`src/rtl/sdram_cmd_pkg.sv`:
```
// Shared types and entry layout for the SDRAM command queue.
package sdram_cmd_pkg;

    localparam int unsigned ADDR_WIDTH_DEF = 24;
    localparam int unsigned DATA_WIDTH_DEF = 16;
    localparam int unsigned DEPTH_LOG2_DEF = 2;

    // Entry layout (MSB..LSB): {we, addr, data}
    localparam int unsigned ENTRY_WIDTH = 1 + ADDR_WIDTH_DEF + DATA_WIDTH_DEF;

    typedef enum logic [1:0] {
        IDLE      = 2'd0,
        ISSUE     = 2'd1,
        WAIT_ACK  = 2'd2,
        WAIT_DONE = 2'd3
    } state_e;

    function automatic int unsigned entry_width(int unsigned aw, int unsigned dw);
        return 1 + aw + dw;
    endfunction

    // Data occupies the low bits, so the address slice starts right above it.
    function automatic int unsigned addr_lsb(int unsigned dw);
        return dw;
    endfunction

    function automatic int unsigned we_bit(int unsigned aw, int unsigned dw);
        return aw + dw;
    endfunction

endpackage

```
`src/rtl/sdram_cmd_queue_if.sv`:
```
// Host-side request/response bus of the SDRAM command queue.
interface sdram_cmd_queue_if
    import sdram_cmd_pkg::*;
#(
    parameter int unsigned ADDR_WIDTH = ADDR_WIDTH_DEF,
    parameter int unsigned DATA_WIDTH = DATA_WIDTH_DEF
);

    logic                  req_valid;
    logic                  req_ready;
    logic                  req_we;
    logic [ADDR_WIDTH-1:0] req_addr;
    logic [DATA_WIDTH-1:0] req_data;

    logic                  rsp_valid;
    logic [DATA_WIDTH-1:0] rsp_data;
    logic [ADDR_WIDTH-1:0] rsp_addr;

    modport master (
        output req_valid, req_we, req_addr, req_data,
        input  req_ready, rsp_valid, rsp_data, rsp_addr
    );

    modport slave (
        input  req_valid, req_we, req_addr, req_data,
        output req_ready, rsp_valid, rsp_data, rsp_addr
    );

endinterface

```
`src/rtl/sync_fifo.sv`:
```
// Generic synchronous FIFO, 2**DEPTH_LOG2 entries, extra-MSB pointers.
module sync_fifo
    import sdram_cmd_pkg::*;
#(
    parameter int unsigned WIDTH      = ENTRY_WIDTH,
    parameter int unsigned DEPTH_LOG2 = DEPTH_LOG2_DEF
) (
    input  logic                  clk,
    input  logic                  rst,
    input  logic                  push_i,
    input  logic [WIDTH-1:0]      wdata_i,
    input  logic                  pop_i,
    output logic [WIDTH-1:0]      rdata_o,
    output logic                  full_o,
    output logic                  empty_o,
    output logic [DEPTH_LOG2:0]   level_o
);

    localparam int unsigned DEPTH = 2 ** DEPTH_LOG2;
    localparam int unsigned PTR_W = DEPTH_LOG2 + 1;

    logic [PTR_W-1:0] wr_ptr_q, wr_ptr_d;
    logic [PTR_W-1:0] rd_ptr_q, rd_ptr_d;
    logic [WIDTH-1:0] mem_q [DEPTH];
    logic             do_push;
    logic             do_pop;

    // Status is derived from registered pointers only.
    assign full_o  = (wr_ptr_q[PTR_W-1] != rd_ptr_q[PTR_W-1]) &&
                     (wr_ptr_q[PTR_W-2:0] == rd_ptr_q[PTR_W-2:0]);
    assign empty_o = (wr_ptr_q == rd_ptr_q);
    assign level_o = wr_ptr_q - rd_ptr_q;
    assign rdata_o = mem_q[rd_ptr_q[PTR_W-2:0]];

    assign do_push = push_i && !full_o;
    assign do_pop  = pop_i && !empty_o;

    // Next pointer values; wrap is natural modulo 2**PTR_W.
    always_comb begin
        wr_ptr_d = wr_ptr_q + PTR_W'(do_push);
        rd_ptr_d = rd_ptr_q + PTR_W'(do_pop);
    end

    // Pointer registers.
    always_ff @(posedge clk or posedge rst) begin
        if (rst) begin
            wr_ptr_q <= '0;
            rd_ptr_q <= '0;
        end else begin
            wr_ptr_q <= wr_ptr_d;
            rd_ptr_q <= rd_ptr_d;
        end
    end

    // Storage array; contents are don't-care until written.
    always_ff @(posedge clk) begin
        if (do_push) begin
            mem_q[wr_ptr_q[PTR_W-2:0]] <= wdata_i;
        end
    end

endmodule

```
`src/rtl/sdram_cmd_queue.sv`:
```
// Buffers host requests and issues them one at a time to sdram_controller.
module sdram_cmd_queue
    import sdram_cmd_pkg::*;
#(
    parameter int unsigned ADDR_WIDTH = ADDR_WIDTH_DEF,
    parameter int unsigned DATA_WIDTH = DATA_WIDTH_DEF,
    parameter int unsigned DEPTH_LOG2 = DEPTH_LOG2_DEF
) (
    input  logic                  clk,
    input  logic                  rst,
    sdram_cmd_queue_if.slave      host,
    output logic [DEPTH_LOG2:0]   level_o,
    output logic                  idle_o,
    output logic [ADDR_WIDTH-1:0] addr_o,
    output logic [DATA_WIDTH-1:0] wr_data_o,
    output logic                  wr_enable_o,
    output logic                  rd_enable_o,
    input  logic                  busy_i,
    input  logic                  rd_ready_i,
    input  logic [DATA_WIDTH-1:0] rd_data_i
);

    localparam int unsigned ENTRY_W  = entry_width(ADDR_WIDTH, DATA_WIDTH);
    localparam int unsigned ADDR_LSB = addr_lsb(DATA_WIDTH);
    localparam int unsigned WE_BIT   = we_bit(ADDR_WIDTH, DATA_WIDTH);

    logic [ENTRY_W-1:0]    push_entry;
    logic [ENTRY_W-1:0]    head_entry;
    logic                  fifo_full;
    logic                  fifo_empty;
    logic                  pop_c;

    logic                  head_we;
    logic [ADDR_WIDTH-1:0] head_addr;
    logic [DATA_WIDTH-1:0] head_data;

    state_e                state_q;
    logic                  we_q;
    logic [ADDR_WIDTH-1:0] addr_q;
    logic [DATA_WIDTH-1:0] data_q;
    logic                  wr_en_q;
    logic                  rd_en_q;
    logic                  rd_got_q;
    logic [DATA_WIDTH-1:0] rd_cap_q;
    logic                  rsp_valid_q;
    logic [DATA_WIDTH-1:0] rsp_data_q;
    logic [ADDR_WIDTH-1:0] rsp_addr_q;

    assign push_entry = {host.req_we, host.req_addr, host.req_data};

    assign head_we   = head_entry[WE_BIT];
    assign head_addr = head_entry[ADDR_LSB +: ADDR_WIDTH];
    assign head_data = head_entry[DATA_WIDTH-1:0];

    // A new transaction starts only when the controller is free.
    assign pop_c = (state_q == IDLE) && !fifo_empty && !busy_i;

    sync_fifo #(
        .WIDTH      (ENTRY_W),
        .DEPTH_LOG2 (DEPTH_LOG2)
    ) u_fifo (
        .clk     (clk),
        .rst     (rst),
        .push_i  (host.req_valid),
        .wdata_i (push_entry),
        .pop_i   (pop_c),
        .rdata_o (head_entry),
        .full_o  (fifo_full),
        .empty_o (fifo_empty),
        .level_o (level_o)
    );

    // Transaction FSM with registered controller and response outputs.
    always_ff @(posedge clk or posedge rst) begin
        if (rst) begin
            state_q     <= IDLE;
            we_q        <= 1'b0;
            addr_q      <= '0;
            data_q      <= '0;
            wr_en_q     <= 1'b0;
            rd_en_q     <= 1'b0;
            rd_got_q    <= 1'b0;
            rd_cap_q    <= '0;
            rsp_valid_q <= 1'b0;
            rsp_data_q  <= '0;
            rsp_addr_q  <= '0;
        end else begin
            wr_en_q     <= 1'b0;
            rd_en_q     <= 1'b0;
            rsp_valid_q <= 1'b0;
            unique case (state_q)
                IDLE: begin
                    if (pop_c) begin
                        we_q     <= head_we;
                        addr_q   <= head_addr;
                        data_q   <= head_data;
                        rd_got_q <= 1'b0;
                        wr_en_q  <= head_we;
                        rd_en_q  <= !head_we;
                        state_q  <= ISSUE;
                    end
                end
                ISSUE: begin
                    state_q <= WAIT_ACK;
                end
                WAIT_ACK: begin
                    // The controller may return read data before raising busy.
                    if (!we_q && rd_ready_i) begin
                        rd_cap_q <= rd_data_i;
                        rd_got_q <= 1'b1;
                    end
                    if (busy_i) begin
                        state_q <= WAIT_DONE;
                    end
                end
                WAIT_DONE: begin
                    if (we_q) begin
                        if (!busy_i) begin
                            state_q <= IDLE;
                        end
                    end else begin
                        if (rd_ready_i && !rd_got_q) begin
                            rd_cap_q <= rd_data_i;
                            rd_got_q <= 1'b1;
                        end
                        if (!busy_i && (rd_got_q || rd_ready_i)) begin
                            state_q     <= IDLE;
                            rsp_valid_q <= 1'b1;
                            rsp_data_q  <= rd_got_q ? rd_cap_q : rd_data_i;
                            rsp_addr_q  <= addr_q;
                        end
                    end
                end
                default: begin
                    state_q <= IDLE;
                end
            endcase
        end
    end

    assign host.req_ready = !fifo_full;
    assign host.rsp_valid = rsp_valid_q;
    assign host.rsp_data  = rsp_data_q;
    assign host.rsp_addr  = rsp_addr_q;

    assign idle_o      = fifo_empty && (state_q == IDLE);
    assign addr_o      = addr_q;
    assign wr_data_o   = data_q;
    assign wr_enable_o = wr_en_q;
    assign rd_enable_o = rd_en_q;

endmodule

```
`src/flat_wrapper.sv`:
```
// flat-port wrapper written by rule: the top's interface ports become plain ports
module sdram_cmd_queue_flat import sdram_cmd_pkg::*;
#(
    parameter int unsigned ADDR_WIDTH = ADDR_WIDTH_DEF,
    parameter int unsigned DATA_WIDTH = DATA_WIDTH_DEF,
    parameter int unsigned DEPTH_LOG2 = DEPTH_LOG2_DEF
)
  (clk, rst, level_o, idle_o, addr_o, wr_data_o, wr_enable_o, rd_enable_o, busy_i, rd_ready_i, rd_data_i, host_req_valid, host_req_we, host_req_addr, host_req_data, host_req_ready, host_rsp_valid, host_rsp_data, host_rsp_addr);
  sdram_cmd_queue_if #(.ADDR_WIDTH(ADDR_WIDTH), .DATA_WIDTH(DATA_WIDTH)) host_i ();
  input  logic clk;
  input  logic rst;
  output logic [DEPTH_LOG2:0] level_o;
  output logic idle_o;
  output logic [ADDR_WIDTH-1:0] addr_o;
  output logic [DATA_WIDTH-1:0] wr_data_o;
  output logic wr_enable_o;
  output logic rd_enable_o;
  input  logic busy_i;
  input  logic rd_ready_i;
  input  logic [DATA_WIDTH-1:0] rd_data_i;
  input wire logic [$bits(host_i.req_valid)-1:0] host_req_valid;
  input wire logic [$bits(host_i.req_we)-1:0] host_req_we;
  input wire logic [$bits(host_i.req_addr)-1:0] host_req_addr;
  input wire logic [$bits(host_i.req_data)-1:0] host_req_data;
  output wire logic [$bits(host_i.req_ready)-1:0] host_req_ready;
  output wire logic [$bits(host_i.rsp_valid)-1:0] host_rsp_valid;
  output wire logic [$bits(host_i.rsp_data)-1:0] host_rsp_data;
  output wire logic [$bits(host_i.rsp_addr)-1:0] host_rsp_addr;
  assign host_i.req_valid = host_req_valid;
  assign host_i.req_we = host_req_we;
  assign host_i.req_addr = host_req_addr;
  assign host_i.req_data = host_req_data;
  assign host_req_ready = host_i.req_ready;
  assign host_rsp_valid = host_i.rsp_valid;
  assign host_rsp_data = host_i.rsp_data;
  assign host_rsp_addr = host_i.rsp_addr;
  sdram_cmd_queue #(.ADDR_WIDTH(ADDR_WIDTH), .DATA_WIDTH(DATA_WIDTH), .DEPTH_LOG2(DEPTH_LOG2)) u_core (.clk(clk), .rst(rst), .host(host_i), .level_o(level_o), .idle_o(idle_o), .addr_o(addr_o), .wr_data_o(wr_data_o), .wr_enable_o(wr_enable_o), .rd_enable_o(rd_enable_o), .busy_i(busy_i), .rd_ready_i(rd_ready_i), .rd_data_i(rd_data_i));
endmodule
```
`config.mk`:
```
export PLATFORM = sky130hd
export DESIGN_NAME = sdram_cmd_queue_flat
export DESIGN_NICKNAME = d
export VERILOG_FILES = /design/src/rtl/sdram_cmd_pkg.sv /design/src/rtl/sdram_cmd_queue_if.sv /design/src/rtl/sync_fifo.sv /design/src/rtl/sdram_cmd_queue.sv /design/src/flat_wrapper.sv
export SDC_FILE = /design/constraint.sdc
export NUM_CORES = 1
export LEC_CHECK = 0
export ABC_CLOCK_PERIOD_IN_PS = 4390
export BUFFER_PORTS_ARGS = -buffer_cell sky130_fd_sc_hd__buf_2
export CELL_PAD_IN_SITES_DETAIL_PLACEMENT = 2
export CELL_PAD_IN_SITES_GLOBAL_PLACEMENT = 2
export CORE_ASPECT_RATIO = 1.5
export CORE_MARGIN = 2
export CORE_UTILIZATION = 38
export DETAILED_ROUTE_END_ITERATION = 6
export PLACE_DENSITY = 0.78
export SLEW_MARGIN = 20
export SYNTH_ARGS = -nofsm -noshare
export SYNTH_HDL_FRONTEND = slang
export SYNTH_SLANG_ARGS = --single-unit
```
`constraint.sdc`:
```
create_clock -name clk -period 4.39 [get_ports clk]
set_clock_uncertainty 0.05 [all_clocks]
set_input_delay 0.2195 -clock clk [delete_from_list [all_inputs] [get_ports clk]]
set_output_delay 0.2195 -clock clk [all_outputs]
set_load 0.05 [all_outputs]
```
* After elaboration in Yosys (flattened, before gate mapping)
Memories as Yosys holds them, arrays and structs flattened. Index checks and enable logic that the tools add are counted.
Storage, ports and cells: memories kept 1, output and inout bits 88, RAM bits 164, bits of input ports 62, register bits 109, word-level logic and storage cells 80
Operators by class: equal/unequal tests 13, muxes and demuxes 25, $add $sub $neg 3, reductions and logical operators 24, bitwise gates (word level) 1
Memories:
- u_core.u_fifo.mem_q | depth 4, bits a word 41, read ports 1, clocked after Yosys merged registers in 0, wr ports 1, RTL line sync_fifo.sv:24 | logic [WIDTH-1:0] mem_q [DEPTH];
Operators by type and width (number):
- 2-to-1 mux 16 bit | 4
- case mux 16 bit (2 select lines) | 1
- 2-to-1 mux 1 bit | 13
- 2-to-1 mux 2 bit | 5
- logical AND 1 bit | 9
- case mux 2 bit (4 select lines) | 1
- AND reduction 4 bit | 2
- adder 3 x 1 -> 3 bit | 2
- logical NOT 1 bit | 6
- != test 2 bit, second input constant | 3
- AND reduction 5 bit | 1
- == test 2 bit, second input constant | 2
- != test 2 x 1 -> 1 bit, second input constant | 2
- == test 3 bit | 1
- != test 3 x 1 -> 1 bit, second input constant | 1
- != test 3 bit, second input constant | 1
- case mux 1 bit (3 select lines) | 1
- AND reduction 3 bit | 1
- nonzero test 3 bit | 1
- subtractor 3 bit | 1
- == test 2 x 1 -> 1 bit, second input constant | 1
- == test 2 bit | 1
- logical NOT 2 bit | 1
- AND reduction 2 bit | 1
- other kinds (4) | 4

* Depth between registers and ports, before layout
Gate-level depths: netlist of the first run.
depth after elaboration 6, depth in mapped cells 11, depth with buffers taken out 8

* Hierarchy
Synthesis of the first run repeated with hierarchy kept, for this count alone.
Second synthesis, totals: cells, all modules 524, area, all modules 10583.9 sq um
Modules (own cells, without submodules):
- sync_fifo | times used 1, area each 6357.3 sq um, cells each 251
- sdram_cmd_queue | times used 1, area each 4226.6 sq um, cells each 273

* Worst setup path after synthesis of the first run
OpenSTA, ideal clock, no wires.
path kind register to register, from register u_core.u_fifo.rd_ptr_q[1], to memory u_core.u_fifo.mem_q[2][0] in the netlist's numbering, enable pin, stages on the path, launching flop included 8, path slack -0.898 ns, required time 3.850 ns, clock period less this slack 5.288 ns, library setup time 0.490 ns, arrival 4.747 ns, cell sequence dfrtp_1 clkbuf_1 clkbuf_1 inv_1 ha_1 nand3_1 nand2_1 nor3_1
Between the ends: cells in the longest elaborated chain, start to end 6
Ends and longest elaborated chain:
- start: declaration | RTL line sync_fifo.sv:23 | logic [PTR_W-1:0] rd_ptr_q, rd_ptr_d;
- start signal: assignment | RTL line sync_fifo.sv:51 | rd_ptr_q <= rd_ptr_d;
- == test 2 bit | RTL line sync_fifo.sv:30 | (wr_ptr_q[PTR_W-2:0] == rd_ptr_q[PTR_W-2:0]);
- logical AND 1 bit | RTL line sync_fifo.sv:29 | assign full_o = (wr_ptr_q[PTR_W-1] != rd_ptr_q[PTR_W-1]) &&
- logical NOT 1 bit
- net host_req_ready | RTL line flat_wrapper.sv:25 | output wire logic [$bits(host_i.req_ready)-1:0] host_req_ready;
- logical AND 1 bit | RTL line sync_fifo.sv:35 | assign do_push = push_i && !full_o;
- 2-to-1 mux 1 bit | RTL line sync_fifo.sv:57 | if (do_push) begin
- 2-to-1 mux 1 bit (implied by the code) | RTL line sync_fifo.sv:58 | mem_q[wr_ptr_q[PTR_W-2:0]] <= wdata_i;
- end: declaration | RTL line sync_fifo.sv:24
The timed path passes the listed nets, and every way through them passes these cells.

* Final worst setup path of the first run
from register u_core.u_fifo.wr_ptr_q[0], to memory u_core.u_fifo.mem_q[3][3] in the netlist's numbering, enable pin
Between the ends: cells in the longest elaborated chain, start to end 6
Ends and longest elaborated chain:
- start: declaration | RTL line sync_fifo.sv:22 | logic [PTR_W-1:0] wr_ptr_q, wr_ptr_d;
- start signal: assignment | RTL line sync_fifo.sv:50 | wr_ptr_q <= wr_ptr_d;
- == test 2 bit | RTL line sync_fifo.sv:30
- logical AND 1 bit | RTL line sync_fifo.sv:29
- logical NOT 1 bit | RTL line sync_fifo.sv:35
- logical AND 1 bit | RTL line sync_fifo.sv:35
- 2-to-1 mux 1 bit | RTL line sync_fifo.sv:57
- 2-to-1 mux 1 bit (implied by the code) | RTL line sync_fifo.sv:58
Several ways; a longest one is shown, not always the timed one.

==> qor.txt, run 1 <==
Status: finished clean
Setup repair bufs after CTS: 0
Clock Tree Buf Depth: 3
Max IR drop VDD: 448 uV
Fmax: 339 MHz
Input/output buffers: 149
Top post-synthesis cells by area: edfxtp_1 (48%), dfrtp_1 (26%), mux4_2 (9.0%), mux2_1 (8.6%), mux2i_1 (1.7%)
Critical Path Start Type: register
Biggest area consumer among synthesized cells: edfxtp_1
Hold crit path type: input port to register
Cells after Synth: 525
Largest net degree at the start of global routing: 72
Area growth syn-to-layout: 25.0%
N_diodes: 0
Critical Path End Type: register
WS Path Type: register to register
Slew Limit Fails: 0
Post-cts sizing count: 0
Register area share after synthesis: 74.3%
RSZ-0062 raised after global routing: false
WL final: 25600 um
Reg2Reg Setup Slack: 1.44 ns
CTS Sinks: 273
Max cap viols: 0
Worst path arrival time: 3.11 ns
Lkg Pwr: 5.08 nW
Avg Inst Size Synth: 19.6 sq um
Vias in the first global route: 6590
WHS: 0.102 ns
Flops & latches, synth: 273
Total congestion overflow: 0
WP data required: 4.55 ns
Yosys top cell area share: 47.8%
Crit Reg-Reg Startpoint: u_core.u_fifo.wr_ptr_q[0]
Cts hold-fix bufs: 58
Hold wc startpoint: busy_i
Cell area after synthesis: 10300 sq um
Detail Route Antenna Nets: 0
Ratio of cells with drive above 1 in the final layout: 32.2%
Post-layout min period: 2.95 ns
Netlist cell types: 31
Fillers: 2414
Syn nets: 597
Worst slew pin tran: 1.14 ns
CTS buffer count: 27
Synth warn: 0
Hold Path Cell Cnt: 3
Gr usage total: 18.2%
1st-iter DRT viols: 228
DIE AREA: 28500 sq um
Vias/cell: 5.07
Via Count: 5590
Hpwl dp: 16100 um
Critical path capture point: u_core.u_fifo.mem_q[3][3]
Commonest non-fill, non-tap cell in the layout: edfxtp_1
Crit Path Max Fanout: 27
Clock Latency Late Sink: 0.53 ns
Die Ht: 206 um
Core area: 26600 sq um
PD cells: 813 nW/um^2
Worst slew margin: 24.0%
Final core utilization: 48.4%
Setup violators final: 0
Initial core utilization: 38.8%
Initial antenna violation count: 0
Nets: 818
Die X: 138 um
CP startpoint: u_core.u_fifo.wr_ptr_q[0]
Routed len/inst: 23.2 um
Most frequent cells in the layout: edfxtp_1 (164), buf_2 (149), dfrtp_1 (107)
Finished Layout Cells: 1103
Clock-pin slew on the worst setup and hold paths: 0.07 ns
R2R Path End: u_core.u_fifo.mem_q[3][3]
Worst reg2reg path depth: 8
Period utilization: 67.1%
Row cnt: 73
DRC: 0
IO Pins: 150
First-pass GRT wire length: 39500 um
Root Buffer: clkbuf_16
Hold Vio Cnt, Final: 0
Placed Cells: 996
Total power: 10.5 mW
TritonCTS clock tree: yes
Pre-antenna DRT Iters: 4
Fin Setup TNS: 0 ns
H-tree level count: 1
RePlAce Congestion: 0.711
## per-stage QoR
stage | setup WS (ns) | area [sq um]
2_1_floorplan | -0.898 | 10300
3_3_place_gp | 1.62 | 11500
3_5_place_dp | 1.38 | 11500
4_1_cts | 1.37 | 12900
5_1_grt | 1.21 | 12900
6_report | 1.44 | 12900
## cell usage after synthesis
library cell / count
a21o_1: 1
a21oi_1: 17
a22oi_1: 1
a311o_1: 1
a31oi_1: 2
buf_1: 1
buf_2: 15
clkbuf_1: 8
dfrtp_1: 109
edfxtp_1: 164
fa_1: 1
ha_1: 9
inv_1: 10
inv_2: 2
mux2_1: 79
mux2_2: 2
mux2i_1: 18
mux4_2: 41
nand2_1: 4
nand3_1: 2
nand4b_1: 1
nor2_1: 22
nor2b_1: 2
nor3_1: 3
nor4b_1: 1
o21ai_1: 1
or2_1: 1
or3_1: 1
or3b_1: 1
xnor2_1: 2
xor2_1: 3
## state kept, by name, indices dropped and copies added, names as in the netlist
signal / count
u_core.u_fifo.mem_q: 164
u_core.addr_o: 24
u_core.host.rsp_addr: 24
u_core.host.rsp_data: 16
u_core.rd_cap_q: 16
u_core.wr_data_o: 16
u_core.u_fifo.rd_ptr_q: 3
u_core.u_fifo.wr_ptr_q: 3
u_core.state_q: 2
u_core.host.rsp_valid: 1
u_core.rd_enable_o: 1
u_core.rd_got_q: 1
u_core.we_q: 1
u_core.wr_enable_o: 1
## per-layer routing
metal,track usage (%),share of wire [%]
met5,0,0
met4,5.36,2.2
met3,2.42,3.5
met2,35.6,56
met1,20.5,38
## worst max-delay path, stage by stage, from the launching register on
cell     delay, ns
dfrtp_1       0.44
inv_1         0.10
ha_1          0.38
nand3_1       0.13
nand2_1       0.14
inv_2         0.09
nand2_1       0.15
nor2_4        0.75
buf_4         0.40
## power breakdown
| part | internal (mW) | switching [mW] |
|---|---|---|
| clock | 1.26 | 0.934 |
| combinational | 1.30 | 2.86 |
| sequential | 3.63 | 0.485 |
| total | 6.19 | 4.27 |
## cell type report
type / instances / area (sq um) / area share, %
clock buffer: 42 / 772 / 5.99
inverter: 12 / 47.5 / 0.369
timing repair buffer: 216 / 1390 / 10.8
multi-input combinational: 216 / 2530 / 19.6
sequential: 273 / 7660 / 59.5
tap: 337 / 422 / 3.27
clock inverter: 7 / 58.8 / 0.457
## logic make-up after synthesis
family	synth area share, %
adders and majority gates	1.29
muxes	19.6
buffers and inverters	1.49
AOI/OAI and AO/OA	1.24
xor gates and xnor gates	0.425
and+or+nand+nor	1.69
DFF	74.3
## worst min path at each step
stage,end,slack (ns)
floorplan,u_core.u_fifo.mem_q[0][0],0.27
global placement,u_core.u_fifo.mem_q[1][23],0.38
detailed placement,u_core.u_fifo.mem_q[0][22],0.39
CTS,u_core.state_q[0],0.06
global route,u_core.state_q[0],0.10
finish,u_core.state_q[0],0.10
(Power assumes the default switching activity.)
==> run 2, diff against run 1 <==
- ABC_CLOCK_PERIOD_IN_PS: 4390 -> 2430
- clock period: 4.39 -> 2.43 ns (I/O delays scaled with it)
==> qor.txt, run 2 (synthesis gave the netlist of run 1 again) <==
Status: finished clean
WL final: 25500 um (-0.37%)
Critical Path Start Type: register
Worst path arrival time: 2.16 ns (-0.95 ns)
Vias in the first global route: 6716 (+1.9%)
TritonCTS clock tree: yes
RSZ-0062 raised after global routing: false
Initial antenna violation count: 0 (unchanged)
Routed len/inst: 23.0 um (-1.0%)
Switching share of power: 40.8% (about the same)
Crit Path Max Fanout: 5 (-81%)
Part of the power in registers: 38.8% (-0.5 points)
Post-layout min period: 2.33 ns
WS Path Type: register to output port
Area growth syn-to-layout: 26.7%
Pre-antenna DRT Iters: 4 (unchanged)
Combinational power share: 41.1% (+1.4 points)
Largest net degree at the start of global routing: 84 (+17%)
Clock Tree Buf Depth: 3 (unchanged)
Setup violators final: 0 (unchanged)
Hold crit path type: input port to register
Max reg flops: 164 (unchanged)
Clk pwr share: 20.1% (-0.9 points)
WHS: 0.0641 ns (-0.0379 ns)
Period utilization: 96.1%
DRC: 0 (unchanged)
IO Pins: 150 (unchanged)
Hold Vio Cnt, Final: 0 (unchanged)
H-tree level count: 1 (unchanged)
Core area: 26600 sq um (unchanged)
CTS buffer count: 26 (-3.7%)
Final worst slack: 0.0951 ns (-1.35 ns)
Nets: 825 (+0.86%)
RePlAce Congestion: 0.741 (+4.2%)
Input/output buffers: 149 (unchanged)
Most frequent cells in the layout: edfxtp_1 (164), buf_2 (147), dfrtp_1 (105)
CTS Sinks: 273 (unchanged)
Worst path slowest cell: fa_1
Root Buffer: clkbuf_16
Detail Route Antenna Nets: 0 (unchanged)
Clock Latency Late Sink: 0.53 ns (about the same)
Hold wc startpoint: rd_ready_i
Worst slew margin: 54.5% (+30 points)
Fillers: 2386 (-1.2%)
Max IR drop VDD: 905 uV (+100%)
Crit Reg-Reg Startpoint: u_core.u_fifo.wr_ptr_q[0]
DIE AREA: 28500 sq um (unchanged)
Die X: 138 um (unchanged)
Critical Path End Type: output port
Lkg Pwr: 5.13 nW (+0.95%)
Worst slew pin tran: 0.683 ns (-0.457 ns)
Initial core utilization: 38.8% (unchanged)
Gr usage total: 18.4% (+0.17 points)
Via Count: 5651 (+1.1%)
Row cnt: 73 (unchanged)
First-pass GRT wire length: 40100 um (+1.4%)
Internal cell power: 11.3 mW (+82%)
Critical-path cell list: inv_1 -> ha_2 -> fa_1 -> xnor2_1 -> buf_4
Ratio of cells with drive above 1 in the final layout: 33.4% (+1.1 points)
Vias/cell: 5.09 (+0.45%)
PD cells: 1460 nW/um^2 (+79%)
Die Ht: 206 um (unchanged)
Clock-pin slew on the worst setup and hold paths: 0.06 ns (about the same)
Commonest non-fill, non-tap cell in the layout: edfxtp_1
N_diodes: 0 (unchanged)
CP startpoint: u_core.u_fifo.wr_ptr_q[0]
Slew Limit Fails: 0 (unchanged)
Biggest cell delay along the critical path: 0.46 ns (-0.29 ns)
Final core utilization: 49.1% (+0.67 points)
1st-iter DRT viols: 198 (-13%)
Psw: 7.77 mW (+82%)
Total congestion overflow: 0 (unchanged)
Hpwl dp: 15800 um (-2.0%)
Max cap viols: 0 (unchanged)
WP data required: 2.26 ns (-2.29 ns)
Fmax: 428 MHz
Post-Place Worst Slack: 0.125 ns (-1.26 ns)
[run 2: cell count changes in the layout (fill, tap and decap cells not counted), sizes merged]
cell and delta:
clkinv -1, clkbuf +2, dlygate4sd3 +2, bufinv -1
inv -1, buf +6
[run 2: per-layer routing]
metal | track usage (%) | share of wire (%) | up-vias
li1 | - | - | 2469
met1 | 21.3 | 39 | 2998
met2 | 35.0 | 55 | 146
met3 | 2.61 | 3.8 | 38
met4 | 5.83 | 2.2 | 0
met5 | 0 | 0 | -
[run 2: worst max-delay path, delay by kind of cell (launching register included)]
family                     cells  cell delay, ns
buffers and inverters          2            0.32
DFF                            1            0.45
xor gates and xnor gates       1            0.21
adders and majority gates      2            0.66
[run 2: path summary, 6_finish.rpt]
check / end / slack, ns / depth (start not counted)
worst max-delay path: level_o[2] / 0.1 / 5
worst min-delay path: u_core.state_q[0] / 0.06 / 4
worst max register to register: u_core.addr_o[13] / 0.24 / 5
worst min register to register: u_core.host.rsp_addr[3] / 0.44 / 1
max in group asynchronous: u_core.u_fifo.rd_ptr_q[0] / 1.68 / 4
min in group asynchronous: u_core.host.rsp_data[8] / 0.22 / 4
[run 2: power by group through the flow]
stage	Combinational, mW	Sequential [mW]	Clock [mW]
3_5_place_dp	7.81	7.46	0
4_1_cts	7.97	7.39	3.94
6_report	7.83	7.38	3.82
2_1_floorplan	3.37	9.55	0
5_1_grt	8.34	7.57	4.10
3_3_place_gp	7.45	7.28	0
[run 2: per-stage QoR]
step                area, sq um  TNS (ns)  instances  power [mW]
detailed placement        11600         0       1002        15.3
global placement          11600         0       1002        14.7
global route              13100         0       1110        20.0
finish                    13100         0       1110        19.0
CTS                       13100         0       1110        19.3
floorplan                 10400    -30.60        525        12.9
[run 2: area by class of cell]
| type | count | area, sq um | area share [%] |
|---|---|---|---|
| clock buffer | 44 | 779 | 5.97 |
| clock inverter | 4 | 17.5 | 0.134 |
| inverter | 12 | 51.3 | 0.393 |
| multi-input combinational | 216 | 2570 | 19.7 |
| sequential | 273 | 7660 | 58.7 |
| tap | 337 | 422 | 3.23 |
| timing repair buffer | 224 | 1550 | 11.9 |
[run 2: timing repair]
action / 4_1_cts / 5_1_grt
gates resized for setup: 4 / 1
endpoints found under the hold margin: 307 / 0
hold buffers: 60 / 0
cloned: 0 / 0
setup buffers: 0 / 0
setup endpoints to repair: 2 / 2
